[src/rtl/psum_output_accumulator.sv]
// Collects bottom-row partial sums of the systolic array, removes the column skew,
// accumulates rows across weight tiles and drains finished rows over valid/ready.
module psum_output_accumulator #(
  parameter int COLS                   = 4,
  parameter int ACCUMULATOR_DATA_WIDTH = 32,
  parameter int DEPTH                  = 16,
  parameter int TILE_WIDTH             = 8
) (
  input  logic                                   CLK,
  input  logic                                   SYNC_RST_N,
  input  logic                                   START,
  input  logic [$clog2(DEPTH+1)-1:0]             ROWS_CFG,
  input  logic [TILE_WIDTH-1:0]                  TILES_CFG,
  input  logic                                   VALID_IN,
  input  logic [COLS*ACCUMULATOR_DATA_WIDTH-1:0] PSUM_IN,
  output logic [COLS*ACCUMULATOR_DATA_WIDTH-1:0] OUT_DATA,
  output logic                                   OUT_VALID,
  input  logic                                   OUT_READY,
  output logic                                   BUSY,
  output logic                                   DONE,
  output logic                                   ERR
);
  localparam int W  = ACCUMULATOR_DATA_WIDTH;
  localparam int RW = $clog2(DEPTH + 1);
  localparam int AW = (DEPTH > 1) ? $clog2(DEPTH) : 1;
  localparam int CW = RW + TILE_WIDTH;

  typedef enum logic [1:0] {S_IDLE, S_ACCUM, S_DRAIN} state_t;

  function automatic logic signed [W-1:0] add_wrap(input logic signed [W-1:0] a,
                                                   input logic signed [W-1:0] b);
    return a + b;
  endfunction

  state_t                r_state, w_state_nxt;
  logic [RW-1:0]         r_rows;
  logic [TILE_WIDTH-1:0] r_tiles, r_tile_cnt;
  logic [CW-1:0]         r_in_cnt, w_total;
  logic [AW-1:0]         r_wr_ptr, r_rd_ptr;
  logic                  r_done, r_err;
  logic signed [W-1:0]   r_buf [DEPTH][COLS];
  logic signed [W-1:0]   w_aligned [COLS];
  logic                  w_vld_al, w_accept, w_drop, w_cfg_ok, w_start_ok, w_bad_start;
  logic                  w_wr_en, w_wr_last_row, w_wr_last, w_xfer, w_rd_last;

  assign w_total       = CW'(r_rows) * CW'(r_tiles);
  assign w_cfg_ok      = (ROWS_CFG != '0) && (TILES_CFG != '0);
  assign w_start_ok    = START && (r_state == S_IDLE) && w_cfg_ok;
  assign w_bad_start   = START && (r_state == S_IDLE) && !w_cfg_ok;
  assign w_accept      = VALID_IN && (r_state == S_ACCUM) && (r_in_cnt < w_total);
  assign w_drop        = VALID_IN && !w_accept;
  assign w_wr_en       = w_vld_al && (r_state == S_ACCUM);
  assign w_wr_last_row = (RW'(r_wr_ptr) == r_rows - RW'(1));
  assign w_wr_last     = w_wr_en && w_wr_last_row && (r_tile_cnt == r_tiles - TILE_WIDTH'(1));
  assign w_xfer        = (r_state == S_DRAIN) && OUT_READY;
  assign w_rd_last     = (RW'(r_rd_ptr) == r_rows - RW'(1));

  // Deskew stage: column c waits COLS-1-c cycles so a whole row lines up with column COLS-1
  for (genvar gc = 0; gc < COLS; gc++) begin : g_col
    localparam int D = COLS - 1 - gc;
    if (D == 0) begin : g_direct
      assign w_aligned[gc] = PSUM_IN[gc*W +: W];
    end else begin : g_dly
      logic signed [W-1:0] r_dly_p [D];
      always_ff @(posedge CLK) begin
        if (!SYNC_RST_N) begin
          for (int k = 0; k < D; k++) r_dly_p[k] <= '0;
        end else begin
          r_dly_p[0] <= PSUM_IN[gc*W +: W];
          for (int k = 1; k < D; k++) r_dly_p[k] <= r_dly_p[k-1];
        end
      end
      assign w_aligned[gc] = r_dly_p[D-1];
    end
  end

  // Only accepted inputs enter the valid pipe, so dropped rows never reach the buffer
  if (COLS > 1) begin : g_vld
    logic [COLS-2:0] r_vld_p;
    always_ff @(posedge CLK) begin
      if (!SYNC_RST_N) begin
        r_vld_p <= '0;
      end else begin
        r_vld_p[0] <= w_accept;
        for (int k = 1; k < COLS - 1; k++) r_vld_p[k] <= r_vld_p[k-1];
      end
    end
    assign w_vld_al = r_vld_p[COLS-2];
  end else begin : g_vld_direct
    assign w_vld_al = w_accept;
  end

  always_ff @(posedge CLK) begin
    if (!SYNC_RST_N) r_state <= S_IDLE;
    else             r_state <= w_state_nxt;
  end

  always_comb begin
    w_state_nxt = r_state;
    case (r_state)
      S_IDLE:  if (w_start_ok) w_state_nxt = S_ACCUM;
      S_ACCUM: if (w_wr_last) w_state_nxt = S_DRAIN;
      S_DRAIN: if (w_xfer && w_rd_last) w_state_nxt = S_IDLE;
      default: w_state_nxt = S_IDLE;
    endcase
  end

  always_ff @(posedge CLK) begin
    if (!SYNC_RST_N) begin
      r_rows     <= '0;
      r_tiles    <= '0;
      r_tile_cnt <= '0;
      r_in_cnt   <= '0;
      r_wr_ptr   <= '0;
      r_rd_ptr   <= '0;
      r_done     <= 1'b0;
      r_err      <= 1'b0;
    end else begin
      r_done <= w_xfer && w_rd_last;
      if (w_bad_start || w_drop) r_err <= 1'b1;
      else if (w_start_ok)       r_err <= 1'b0;
      if (w_start_ok) begin
        r_rows     <= ROWS_CFG;
        r_tiles    <= TILES_CFG;
        r_tile_cnt <= '0;
        r_in_cnt   <= '0;
        r_wr_ptr   <= '0;
        r_rd_ptr   <= '0;
      end else begin
        if (w_accept) r_in_cnt <= r_in_cnt + CW'(1);
        if (w_wr_en) begin
          if (w_wr_last_row) begin
            r_wr_ptr   <= '0;
            r_tile_cnt <= r_tile_cnt + TILE_WIDTH'(1);
          end else begin
            r_wr_ptr <= r_wr_ptr + AW'(1);
          end
        end
        if (w_wr_last)   r_rd_ptr <= '0;
        else if (w_xfer) r_rd_ptr <= w_rd_last ? '0 : r_rd_ptr + AW'(1);
      end
    end
  end

  // Tile 0 overwrites the entry, so the buffer itself needs no reset
  always_ff @(posedge CLK) begin
    if (w_wr_en) begin
      for (int c = 0; c < COLS; c++) begin
        r_buf[r_wr_ptr][c] <= (r_tile_cnt == '0) ? w_aligned[c]
                                                 : add_wrap(r_buf[r_wr_ptr][c], w_aligned[c]);
      end
    end
  end

  always_comb begin
    OUT_DATA = '0;
    if (r_state == S_DRAIN) begin
      for (int c = 0; c < COLS; c++) OUT_DATA[c*W +: W] = r_buf[r_rd_ptr][c];
    end
  end

  assign OUT_VALID = (r_state == S_DRAIN);
  assign BUSY      = (r_state != S_IDLE);
  assign DONE      = r_done;
  assign ERR       = r_err;

endmodule

[config.mk]
export PLATFORM = sky130hd
export DESIGN_NAME = psum_output_accumulator
export DESIGN_NICKNAME = d
export VERILOG_FILES = /design/src/rtl/psum_output_accumulator.sv
export SDC_FILE = /design/constraint.sdc
export NUM_CORES = 2
export LEC_CHECK = 0
export CAP_MARGIN = 10
export CORE_MARGIN = 10
export CORE_UTILIZATION = 30
export CTS_CLUSTER_DIAMETER = 30
export DETAILED_ROUTE_END_ITERATION = 6
export PLACE_DENSITY_LB_ADDON = 0.1
export SYNTH_ARGS = -nofsm -noshare
export SYNTH_HDL_FRONTEND = slang
export SYNTH_SLANG_ARGS = --single-unit
[constraint.sdc]
create_clock -name CLK -period 5.7 [get_ports CLK]
set_input_delay 0.855 -clock CLK [delete_from_list [all_inputs] [get_ports CLK]]
set_output_delay 0.855 -clock CLK [all_outputs]
set_load 0.03 [all_outputs]
==> impl_metrics.csv <==
group,metric,value,unit
synth,synth_top_family_by_area,"multiplexers",
detailed_routing,viasPerCell,5.28,
clock_tree,clkSinkCount,2297,
floorplanning,die_area,390000,µm²
synth,synth_edf_count,2048,
global_routing,track_usage,0.179,
floorplanning,core,365000,µm²
sta,rsz0062_at_grt,"no",
placed_design,place.detailed.hpwl,208000,µm
final_layout,final_nets,7123,
worst_setup_path,crit_arrival,5960,ps
synth,ys_ff_latch,2297,
worst_hold_path,hp-start,"g_col[1].g_dly.r_dly_p[0][15]$_SDFF_PN0_",
outcome,status,"completed",
clock_tree,htreeDepth,6,
sta,fmax,186,MHz
power_and_ir_drop,vdd_drop_max,283,µV
worst_setup_path,cp_cell_sequence,"buf_12 -> buf_4 -> mux4_2 -> mux4_2 -> ha_1 -> and3_1 -> nand3_1 -> o211a_1 -> o31ai_1 -> a31oi_1 -> xor2_1 -> a21oi_1",
final_layout,fin_util,0.389,
clock_tree,holdBufCountCts,0,
sta,finClkSkew,55.5,ps
synth,ys_types,79,
global_routing,gr-total-overflow,0,
final_layout,area_delta_synth_final,29.4,%
synth,synth_xor_xnor_area_share,0.0103,
final_layout,fin_cells,12118,
synth,synthCells,5923,
sta,setup_viol_count_final,0,
sta,max_slew_margin,0.203,
power_and_ir_drop,power_density,379,nW/µm²
global_routing,grt_pass1_vias,70023,
worst_setup_path,critical_path.max_fanout,16,
detailed_routing,vias,63923,
worst_setup_path,crit_path_top_delay_cell,"a21oi_1",
floorplanning,start_util,0.301,
flow_run,max_cap_violations,0,
synth,avgSynthCellArea,18.5,µm²
synth,synth_simple_gate_area_frac,0.0456,
synth,syn_area,110000,µm²
worst_setup_path,crit_type,"reg -> reg",
placed_design,gp_congestion,0.784,
synth,muxShareOfSynthArea,0.263,
sta,finalCritPeriodShare,0.943,
synth,yosysWarnings,0,
detailed_routing,dr.pass1.iters,7,
clock_tree,path_clk_slew,40,ps
worst_setup_path,crit_path_frequent_cell,"mux4_2",
synth,ys_seq_area_frac,0.606,
detailed_routing,wl_per_cell,29.5,µm
clock_tree,clk_latency,1000,ps
synth,async_reset_ff_frac,0,
final_layout,most-common-layout-cells,"2,048 x edfxtp_1, 1,252 x mux4_2, 612 x clkbuf_16",
clock_tree,cts_buffer_depth,4,
sta,worst_slew_pin_slew,1200,ps
worst_setup_path,cp_top_family,"compound AO/OA/AOI/OAI gates",
floorplanning,die_w,625,µm
clock_tree,cts_tree,"yes",
worst_hold_path,hold_class,"reg -> reg",
sta,hold_viol_final,0,
worst_setup_path,required,6290,ps
placed_design,dp_cells,10985,
floorplanning,die_h,625,µm
worst_setup_path,critPathLaunchType,"flop",
synth,ys.flop_type,"edfxtp_1",
floorplanning,rows,222,
floorplanning,io_pins,278,
worst_setup_path,regToRegSetupSlack,330,ps
sta,fin_crit,5370,ps
sta,maxSlewViolCount,0,
detailed_routing,drt_iter0_markers,4870,
clock_tree,cts-root-buf,"clkbuf_16",
placed_design,portBuffers,277,
global_routing,grt_pass1_wl,513000,µm
worst_setup_path,cp-end-kind,"flop",
synth,synth.net_count,6258,
clock_tree,cts-buffers-inserted,606,
power_and_ir_drop,leakagePower,46.4,nW
synth,synth-compound-area-share,0.0343,
detailed_routing,wl,358000,µm
detailed_routing,final_antenna_net_count,0,
worst_setup_path,worst_path_largest_cell_delay,910,ps
worst_setup_path,worst-path-buf-inv,2,
final_layout,layout_commonest_cell,"edfxtp_1",
detailed_routing,drc,0,
final_layout,drive_above_1_share,0.360,
synth,yosys.area_share.adder,0.0231,
global_routing,grt_max_degree,77,
global_routing,antenna_found_initial,15,
-- repair_timing --
action / 4_1_cts / 5_1_grt
hold endpoints to repair: 0 / 0
endpoints found under the setup margin: 32 / 278
gates resized for setup: 2 / 23
setup buffers: 0 / 0
pin swaps: 0 / 0
-- per-layer routing --
metal / up-vias / wire length (µm) / GRT usage
met5: - / 0 / 0
met4: 0 / 10300 / 0.0547
met3: 608 / 15600 / 0.0278
met2: 1798 / 180000 / 0.309
met1: 34698 / 152000 / 0.232
li1: 26819 / - / -
-- cells by family after synthesis --
logic type | count (synthesis)
mux | 1298
xor+xnor | 129
flops | 2297
fa+ha+maj | 189
simple gates | 939
compound gates | 585
buf+inv | 486
-- cell type report --
cell class                      count  area (µm²)
Timing Repair Buffer              646        6810
Sequential cell                  2297       66500
Multi-Input combinational cell   3140       41500
Inverter                           97         364
Clock inverter                    387        4900
Clock buffer                      727       15900
Tap cell                         4816        6030
Antenna cell                        8        20.0
Fill cell                       33230      223000
-- report_power, final --
| group | leakage [nW] | switching (mW) | internal, mW | total, mW |
|---|---|---|---|---|
| Clock | 10.0 | 10.5 | 23.8 | 34.3 |
| Combinational | 15.7 | 0.584 | 0.396 | 0.979 |
| Sequential | 20.8 | 0.0577 | 18.4 | 18.5 |
-- synthesized netlist by cell type (61+ instances only) --
library cell     n  area, µm²
a21o_1          69        518
a21oi_1        211       1060
and2_1         373       2330
buf_1          101        379
buf_2           66        330
clkbuf_1       220        826
dfxtp_1        249       4980
edfxtp_1      2048      61500
ha_1           167       2090
inv_1           96        360
mux4_2        1252      28200
nand2_1        170        638
nor2_1         173        649
o21ai_0         89        445
xnor2_1         68        596
xor2_1          61        534
-- through the flow --
step | area [µm²] | setup TNS (ps) | hold WS (ps) | power [mW] | worst slack [ps]
after floorplan | 110000 | 0 | 412 | 19.3 | 380
after global placement | 121000 | 0 | 418 | 19.7 | 25.9
after detailed placement | 121000 | -1150 | 423 | 19.7 | -65.3
after CTS | 142000 | 0 | 347 | 54.4 | 10.9
after global routing | 142000 | 0 | 394 | 55.5 | 3.92
final | 142000 | 0 | 394 | 53.7 | 326
-- worst reg2reg max path: stages (launching register included) --
cell and delay [ps]:
dfxtp_4 490, buf_12 250, buf_4 260, mux4_2 520, mux4_2 490, ha_1 370, and3_1 230, nand3_1 120
o211a_1 300, o31ai_1 680, a31oi_1 200, xor2_1 180, a21oi_1 910
-- worst paths after layout --
check,end,cells past startpoint
worst min-delay path,g_col[1].g_dly.r_dly_p[0][47]$_SDFF_PN0_,1
worst min register to register,g_col[1].g_dly.r_dly_p[0][47]$_SDFF_PN0_,1
worst max-delay path,r_buf[0][47]$_DFFE_PP_,12
worst max register to register,r_buf[0][47]$_DFFE_PP_,12
-- state kept, by name, indices dropped and copies added, names as in the netlist, named ones only --
signal               flops
r_tiles                  8
g_col.g_dly.r_dly_p    192
r_in_cnt                13
r_wr_ptr                 4
r_rows                   5
g_vld.r_vld_p            3
ERR                      1
DONE                     1
r_tile_cnt               8
r_rd_ptr                 4
r_buf                 2048
r_state                  2
Note: power is estimated with default switching activity, not from simulation.
